**src/rtl/aes_vector_driver.sv**
```systemverilog
// aes_vector_driver: walks a ROM of AES test vectors and sends each one as a text
// beat followed by a key beat (tlast). Each result is checked against the expected
// ciphertext. Pass, fail and timeout status is kept for on-chip probing.
module aes_vector_driver #(
  parameter int DATA_W      = 128,
  parameter int ID_W        = 32,
  parameter int NUM_VEC     = 16,
  parameter int ADDR_W      = 4,
  parameter int TID_BASE    = 1,
  parameter int TIMEOUT_CYC = 1024,
  parameter int CNT_W       = 16
) (
  input  logic              sclk,
  input  logic              srst,
  input  logic              start,
  input  logic              loop_en,
  output logic [ADDR_W-1:0] vec_addr,
  input  logic [DATA_W-1:0] vec_text,
  input  logic [DATA_W-1:0] vec_key,
  input  logic [DATA_W-1:0] vec_expect,
  output logic              tvalid,
  output logic              tlast,
  input  logic              tready,
  output logic [ID_W-1:0]   tid,
  output logic [DATA_W-1:0] tdata,
  input  logic              ovalid,
  input  logic [ID_W-1:0]   oid,
  input  logic [DATA_W-1:0] odata,
  output logic              busy,
  output logic              done,
  output logic [CNT_W-1:0]  pass_cnt,
  output logic [CNT_W-1:0]  fail_cnt,
  output logic              timeout_err,
  output logic [ID_W-1:0]   last_fail_id
);

  localparam int                TO_W      = $clog2(TIMEOUT_CYC + 1);
  localparam logic [TO_W-1:0]   TO_LAST   = TO_W'(TIMEOUT_CYC - 1);
  localparam logic [ADDR_W-1:0] LAST_ADDR = ADDR_W'(NUM_VEC - 1);
  localparam logic [ID_W-1:0]   TID_INIT  = ID_W'(TID_BASE);

  typedef enum logic [2:0] {
    IDLE  = 3'd0,
    FETCH = 3'd1,
    TEXT  = 3'd2,
    KEY   = 3'd3,
    WAIT  = 3'd4,
    CHECK = 3'd5
  } state_t;

  state_t            state_q;
  state_t            state_d;
  logic [DATA_W-1:0] text_r;
  logic [DATA_W-1:0] key_r;
  logic [DATA_W-1:0] exp_r;
  logic              match_r;
  logic [TO_W-1:0]   to_cnt;
  logic              last_vec;
  logic              to_hit;

  // Saturating increment: a counter parked at all-ones stays there.
  function automatic logic [CNT_W-1:0] sat_inc(input logic [CNT_W-1:0] v);
    return (&v) ? v : v + 1'b1;
  endfunction

  assign last_vec = (vec_addr == LAST_ADDR);
  assign to_hit   = (to_cnt == TO_LAST);

  // State register.
  always_ff @(posedge sclk) begin
    if (srst) state_q <= IDLE;
    else      state_q <= state_d;
  end

  // Next-state and stream outputs; tdata is zero whenever no beat is offered.
  always_comb begin
    state_d = state_q;
    tvalid  = 1'b0;
    tlast   = 1'b0;
    tdata   = '0;
    unique case (state_q)
      IDLE:  if (start) state_d = FETCH;
      FETCH: state_d = TEXT;
      TEXT: begin
        tvalid = 1'b1;
        tdata  = text_r;
        if (tready) state_d = KEY;
      end
      KEY: begin
        tvalid = 1'b1;
        tlast  = 1'b1;
        tdata  = key_r;
        if (tready) state_d = WAIT;
      end
      WAIT:  if (ovalid || to_hit) state_d = CHECK;
      CHECK: state_d = (!last_vec || loop_en) ? FETCH : IDLE;
      default: state_d = IDLE;
    endcase
  end

  // Vector payload, result match flag and timeout counter (no reset needed:
  // each is loaded before it is used).
  always_ff @(posedge sclk) begin
    if (state_q == FETCH) begin
      text_r <= vec_text;
      key_r  <= vec_key;
      exp_r  <= vec_expect;
    end
    if (state_q == KEY && tready) to_cnt <= '0;
    if (state_q == WAIT) begin
      to_cnt <= to_cnt + 1'b1;
      if (ovalid)      match_r <= (oid == tid) && (odata == exp_r);
      else if (to_hit) match_r <= 1'b0;
    end
  end

  // Sequencing control, vector id/address and status counters.
  always_ff @(posedge sclk) begin
    if (srst) begin
      vec_addr     <= '0;
      tid          <= TID_INIT;
      busy         <= 1'b0;
      done         <= 1'b0;
      pass_cnt     <= '0;
      fail_cnt     <= '0;
      timeout_err  <= 1'b0;
      last_fail_id <= '0;
    end else begin
      done <= 1'b0;
      case (state_q)
        IDLE: begin
          if (start) begin
            pass_cnt     <= '0;
            fail_cnt     <= '0;
            timeout_err  <= 1'b0;
            last_fail_id <= '0;
            vec_addr     <= '0;
            tid          <= TID_INIT;
            busy         <= 1'b1;
          end
        end
        WAIT: begin
          if (!ovalid && to_hit) timeout_err <= 1'b1;
        end
        CHECK: begin
          if (match_r) begin
            pass_cnt <= sat_inc(pass_cnt);
          end else begin
            fail_cnt     <= sat_inc(fail_cnt);
            last_fail_id <= tid;
          end
          if (!last_vec) begin
            vec_addr <= vec_addr + 1'b1;
            tid      <= tid + 1'b1;
          end else if (loop_en) begin
            vec_addr <= '0;
            tid      <= tid + 1'b1;
          end else begin
            done <= 1'b1;
            busy <= 1'b0;
          end
        end
        default: ;
      endcase
    end
  end

endmodule

```
**config.mk**
```make
export PLATFORM = sky130hd
export DESIGN_NAME = aes_vector_driver
export DESIGN_NICKNAME = d
export VERILOG_FILES = /design/src/rtl/aes_vector_driver.sv
export SDC_FILE = /design/constraint.sdc
export NUM_CORES = 1
export LEC_CHECK = 0
export BUFFER_PORTS_ARGS = -buffer_cell sky130_fd_sc_hd__buf_4
export CORE_AREA = 4 4 299 301
export DETAILED_ROUTE_END_ITERATION = 7
export DIE_AREA = 0 0 303 305
export PLACE_DENSITY_LB_ADDON = 0.12
export SYNTH_ARGS = -nofsm -noshare
export SYNTH_HDL_FRONTEND = slang
export SYNTH_SLANG_ARGS = --single-unit
```
**constraint.sdc**
```tcl
create_clock -name sclk -period 36.8 [get_ports sclk]
set_clock_uncertainty 0.15 [all_clocks]
set_input_delay 7.36 -clock sclk [delete_from_list [all_inputs] [get_ports sclk]]
set_output_delay 7.36 -clock sclk [all_outputs]
set_load 0.005 [all_outputs]
```
======== Yosys cells after proc, flatten, opt, wreduce, memory -nomap -nowiden ========
Index checks and enable logic that the tools add are counted.
Widths: inputs -> output; s select.
word-level totals
  register bits ........................... 502
  input port bits ......................... 550
  output and inout bits ................... 233
  logic and storage cells ................. 105
cells by class
  $add $sub $neg .......................... 5
  bitwise operators ....................... 2
  mux-type cells .......................... 39
  equal/unequal tests ..................... 21
  reduce and logical (&&, ||, !) cells .... 24
operators with widths
  cell                   count
  $pmux 128 s2           1
  $mux 32                5
  $eq 128x128->1         1
  $pmux 32 s2            2
  $mux 16                5
  $pmux 16 s2            2
  $add 16x1->16 const B  2
  $add 32x1->32 const B  1
  $eq 32x32->1           1
  $reduce_and 16->1      2
  $mux 11                2
  $ne 2x2->1 const B     10
  $pmux 3 s6             1
  $reduce_and 4->1       4
  $mux 3                 4
  $mux 4                 3
  $add 11x1->11 const B  1
  $eq 11x10->1 const B   1
  $mux 1                 11
  $reduce_and 3->1       3
  $pmux 4 s2             1
  $reduce_bool 2->1      4
  $eq 3x2->1 const B     2
  $eq 3x3->1 const B     2
  14 further kinds       20

======== Depth between registers and ports, before layout ========
  depth in word-level cells ............... 5
  mapped depth ............................ 8
  depth with buffers taken out ............ 7

======== Worst setup path before layout ========
No wires, ideal clock.
  kind .................................... register -> register
  start point ............................. register state_q[0]
  end point ............................... register exp_r[0], enable pin
  setup time .............................. 1.680 ns
  arrival time ............................ 28.862 ns
  buffers on the path ..................... 3
  slack ................................... 6.108 ns
  cell stages (with the launch flop) ...... 5
  period minus slack after synthesis ...... 30.692 ns
  required time ........................... 34.970 ns
  cell sequence ........................... dfxtp_1 > clkbuf_1 > clkbuf_1 > buf_2 > nor3b_1
on the way
  longest elaborated chain between the ends .. 1
RTL lines
  item                    RTL line  source
  start, declared         51        state_t state_q;
  start signal, assigned  72        else state_q <= state_d;
  $eq 3x1->1              104       if (state_q == FETCH) begin
  end signal, assigned    107       exp_r <= vec_expect;
  end, declared           55        logic [DATA_W-1:0] exp_r;
No other way between the ends.
A chain may end at the register's enable or synchronous reset.

======== Final worst setup path ========
  start point ............................. register state_q[0]
  end point ............................... output port tdata[4]
on the way
  longest elaborated chain between the ends .. 2
  elaborated cells between the ends (all ways) .. 3
  classes of those cells .................. eq/ne (2); mux (1)
RTL lines
  item            RTL line  source
  $eq 3x2->1      81        unique case (state_q)
  $pmux 128 s2 *  81
  end, declared   25        output logic [DATA_W-1:0] tdata,
Mark *: on every way between the ends. The rest lies on a longest branch, timed or not.

==> metrics <==
run status=completed; LEAKAGE=around 12 nW; fill cell count=8717; post-synthesis sequential area ratio=0.676; largest net degree at the start of global routing=91; Worst-Skew Late Latency=~0.63 ns; placed cell area=28000 sq um; Port Buffers=782; Ports=between 700 and 800; layout net count=2953; Critical Path RT=29.29 ns; Post-Syn Area=~21000 sq um; TritonCTS clock tree=yes; warnings from Yosys=0; total track usage=0.179; vias in the first global route=17000; HPWL Detailed=about 70000 um; post-synth top area cell=edfxtp_1; Die Ht=~310 um; Vias per Instance=4.46; crit-path cells=buf_4 > buf_4 > mux2i_1 > nor2_1 > buf_4; drt wl/cell=23.9 um; dominant synthesized flop cell=edfxtp_1; Post-CTS Resized=0; Slowest Stage Delay on Critical Path=between 0.8 and 0.9 ns; clock sinks=502; first drt pass iteration count=7; min-delay worst type=flip-flop to flip-flop; CTS Buffer Depth=3; worst path buffer plus inverter count=3; H-Tree Depth=2; final setup TNS=0 ns; hold_buf cts=0; ranking of synthesized cells by area=edfxtp_1, dfxtp_1, mux2i_1; Core Box Area=86600 sq um; max_cap viols=0; average size of a mapped cell=12.9 sq um; minimum clock period=approximately 11 ns; final cycle utilization of the critical path=0.306; total CTS buffers=60; layout cells sized above 1=0.369; post-route ant nets=0; top cell type's share of synthesized area=0.573; Setup CP Type=flip-flop to primary output; Cell variety after synth=60; final instance area=30000 sq um; Worst slew margin=0.0745; cell family with most CP delay=buffers and inverters; critical path endpoint category=primary output; GRT overflow=0; Fmax achieved=a little under 90 MHz; Layout area overhead=44.4%; Worst Path Arrival=3.74 ns; via count=16100; FP Rows=108; Synth Register Bits=502; area of the multi-input gates=6240 sq um; final wirelength=86600 um; 1st-iter DRT viols=1009; asr flop ratio synth=0; Post-synth EDFFs=396; Final Hold Viols=0; crit start category=flip-flop; Final Slew Violations=0; Max VDD drop=0.0000330 V; Initial Util=0.239; clk slew on worst S/H paths=0.06 ns; Gate Count Post-Synth=1603; initial antenna violation count=15; P per Cell Area=52.9 nW/um^2; first-pass GRT wire length=121000 um; # setup viols final=0; Worst Tran Pin Value=1.35 ns; FF/Latch Area=14000 sq um; postcts setup bufs=0; die footprint=92400 sq um; Root Buffer=clkbuf_16; syn nets=2158; # DRC=0; CP max FO=54; Crit path top cell by count=buf_4; gpl congestion=0.949; die width=303 um; CP max-delay cell=buf_4; RSZ-0062 raised after global routing=no
-- registers in the layout, indices dropped and copies added (netlist names) --
| register | flops |
|---|---|
| vec_addr | 4 |
| text_r | 128 |
| tid | 32 |
| match_r | 1 |
| fail_cnt | 16 |
| last_fail_id | 32 |
| timeout_err | 1 |
| exp_r | 128 |
| busy | 1 |
| key_r | 128 |
| state_q | 3 |
| to_cnt | 11 |
| pass_cnt | 16 |
| done | 1 |
-- cell type report --
| type | count | share of cell area |
|---|---|---|
| flip-flops and latches | 502 | 0.468 |
| multi-input cells | 966 | 0.208 |
| repair buffers | 800 | 0.200 |
| clock buffers | 71 | 0.0515 |
| well taps | 1155 | 0.0482 |
| clock inverters | 43 | 0.0142 |
| inverters | 68 | 0.00852 |
| diodes | 10 | 0.000835 |
-- cells in the final DEF (no fill, tap or decap), drive strengths merged, types with 4 or more instances in the layout --
cell / Yosys / routed
and4: 7 / 7
a221oi: 8 / 8
dfxtp: 106 / 106
nor4: 18 / 18
nor2b: 29 / 29
clkinv: 0 / 31
a2111o: 6 / 6
diode: 0 / 10
clkbuf: 48 / 71
a31oi: 9 / 9
a41oi: 5 / 5
clkinvlp: 0 / 4
nand4: 35 / 35
edfxtp: 396 / 396
xor2: 59 / 59
a22o: 5 / 5
a2111oi: 12 / 12
xnor2: 57 / 57
buf: 19 / 800
ha: 5 / 5
nand3: 71 / 71
o2111ai: 9 / 9
o21ai: 15 / 15
bufinv: 0 / 6
nand2: 69 / 69
mux2i: 130 / 130
inv: 68 / 70
nor3: 14 / 14
and3: 19 / 19
a21oi: 73 / 73
nor2: 208 / 208
nand2b: 31 / 31
o22ai: 25 / 25
-- worst reg2reg max path, cell delays in order, from the launching register on --
cell	delay, ns
dfxtp_4	0.77
nor3b_2	0.68
buf_4	0.98
buf_4	0.89
buf_4	0.84
-- report_power, final --
part | internal (mW) | leakage [nW] | switching (mW)
logic | 0.114 | 6.30 | 0.143
clock network | 0.343 | 0.954 | 0.252
registers | 0.699 | 4.54 | 0.0326
total | 1.16 | 11.8 | 0.428
-- worst paths after layout --
kind / from / end / slack, ns / depth (start not counted)
max reg2reg: state_q[0] / exp_r[106] / 32.06 / 4
min reg2reg: last_fail_id[22] / last_fail_id[22] / 0.30 / 2
max: state_q[0] / tdata[4] / 25.55 / 5
min: last_fail_id[22] / last_fail_id[22] / 0.30 / 2
-- kinds of logic after synthesis --
logic type / share of synthesized area
AND/OR/NAND/NOR: 0.122
AO/OA/AOI/OAI: 0.0620
buffers and inverters: 0.0247
flip-flops: 0.676
XOR/XNOR: 0.0490
adder cells (fa/ha/maj): 0.00302
multiplexers: 0.0634
-- layer usage --
metal / share of wire / GRT usage
met5: 0.00081 / 0
met4: 0.020 / 0.0445
met3: 0.081 / 0.0545
met2: 0.51 / 0.312
met1: 0.39 / 0.216
-- through the flow --
step	setup WS, ns	instances	total power [mW]	utilization	hold WS [ns]
detailed placement	26.01	3491	1.00	0.323	0.298
CTS	25.50	3605	1.61	0.346	0.307
finish	25.55	3615	1.58	0.346	0.303
floorplan	6.11	1603	0.937	-	0.298
global placement	25.97	3491	1.00	0.323	0.294
global route	25.35	3612	1.66	0.346	0.323
-- cell usage after synthesis, types with 12 or more instances --
master,n
clkbuf_1,48
nor3_1,14
nand2b_1,31
xor2_1,59
mux2i_1,129
nor4_1,15
buf_1,14
a2111oi_0,12
dfxtp_1,106
inv_1,66
edfxtp_1,396
nand2_1,69
and3_1,19
a21oi_1,73
nand4_1,35
xnor2_1,57
nor2b_1,29
nand3_1,71
nor2_1,208
o22ai_1,25
(Power assumes the default switching activity.)
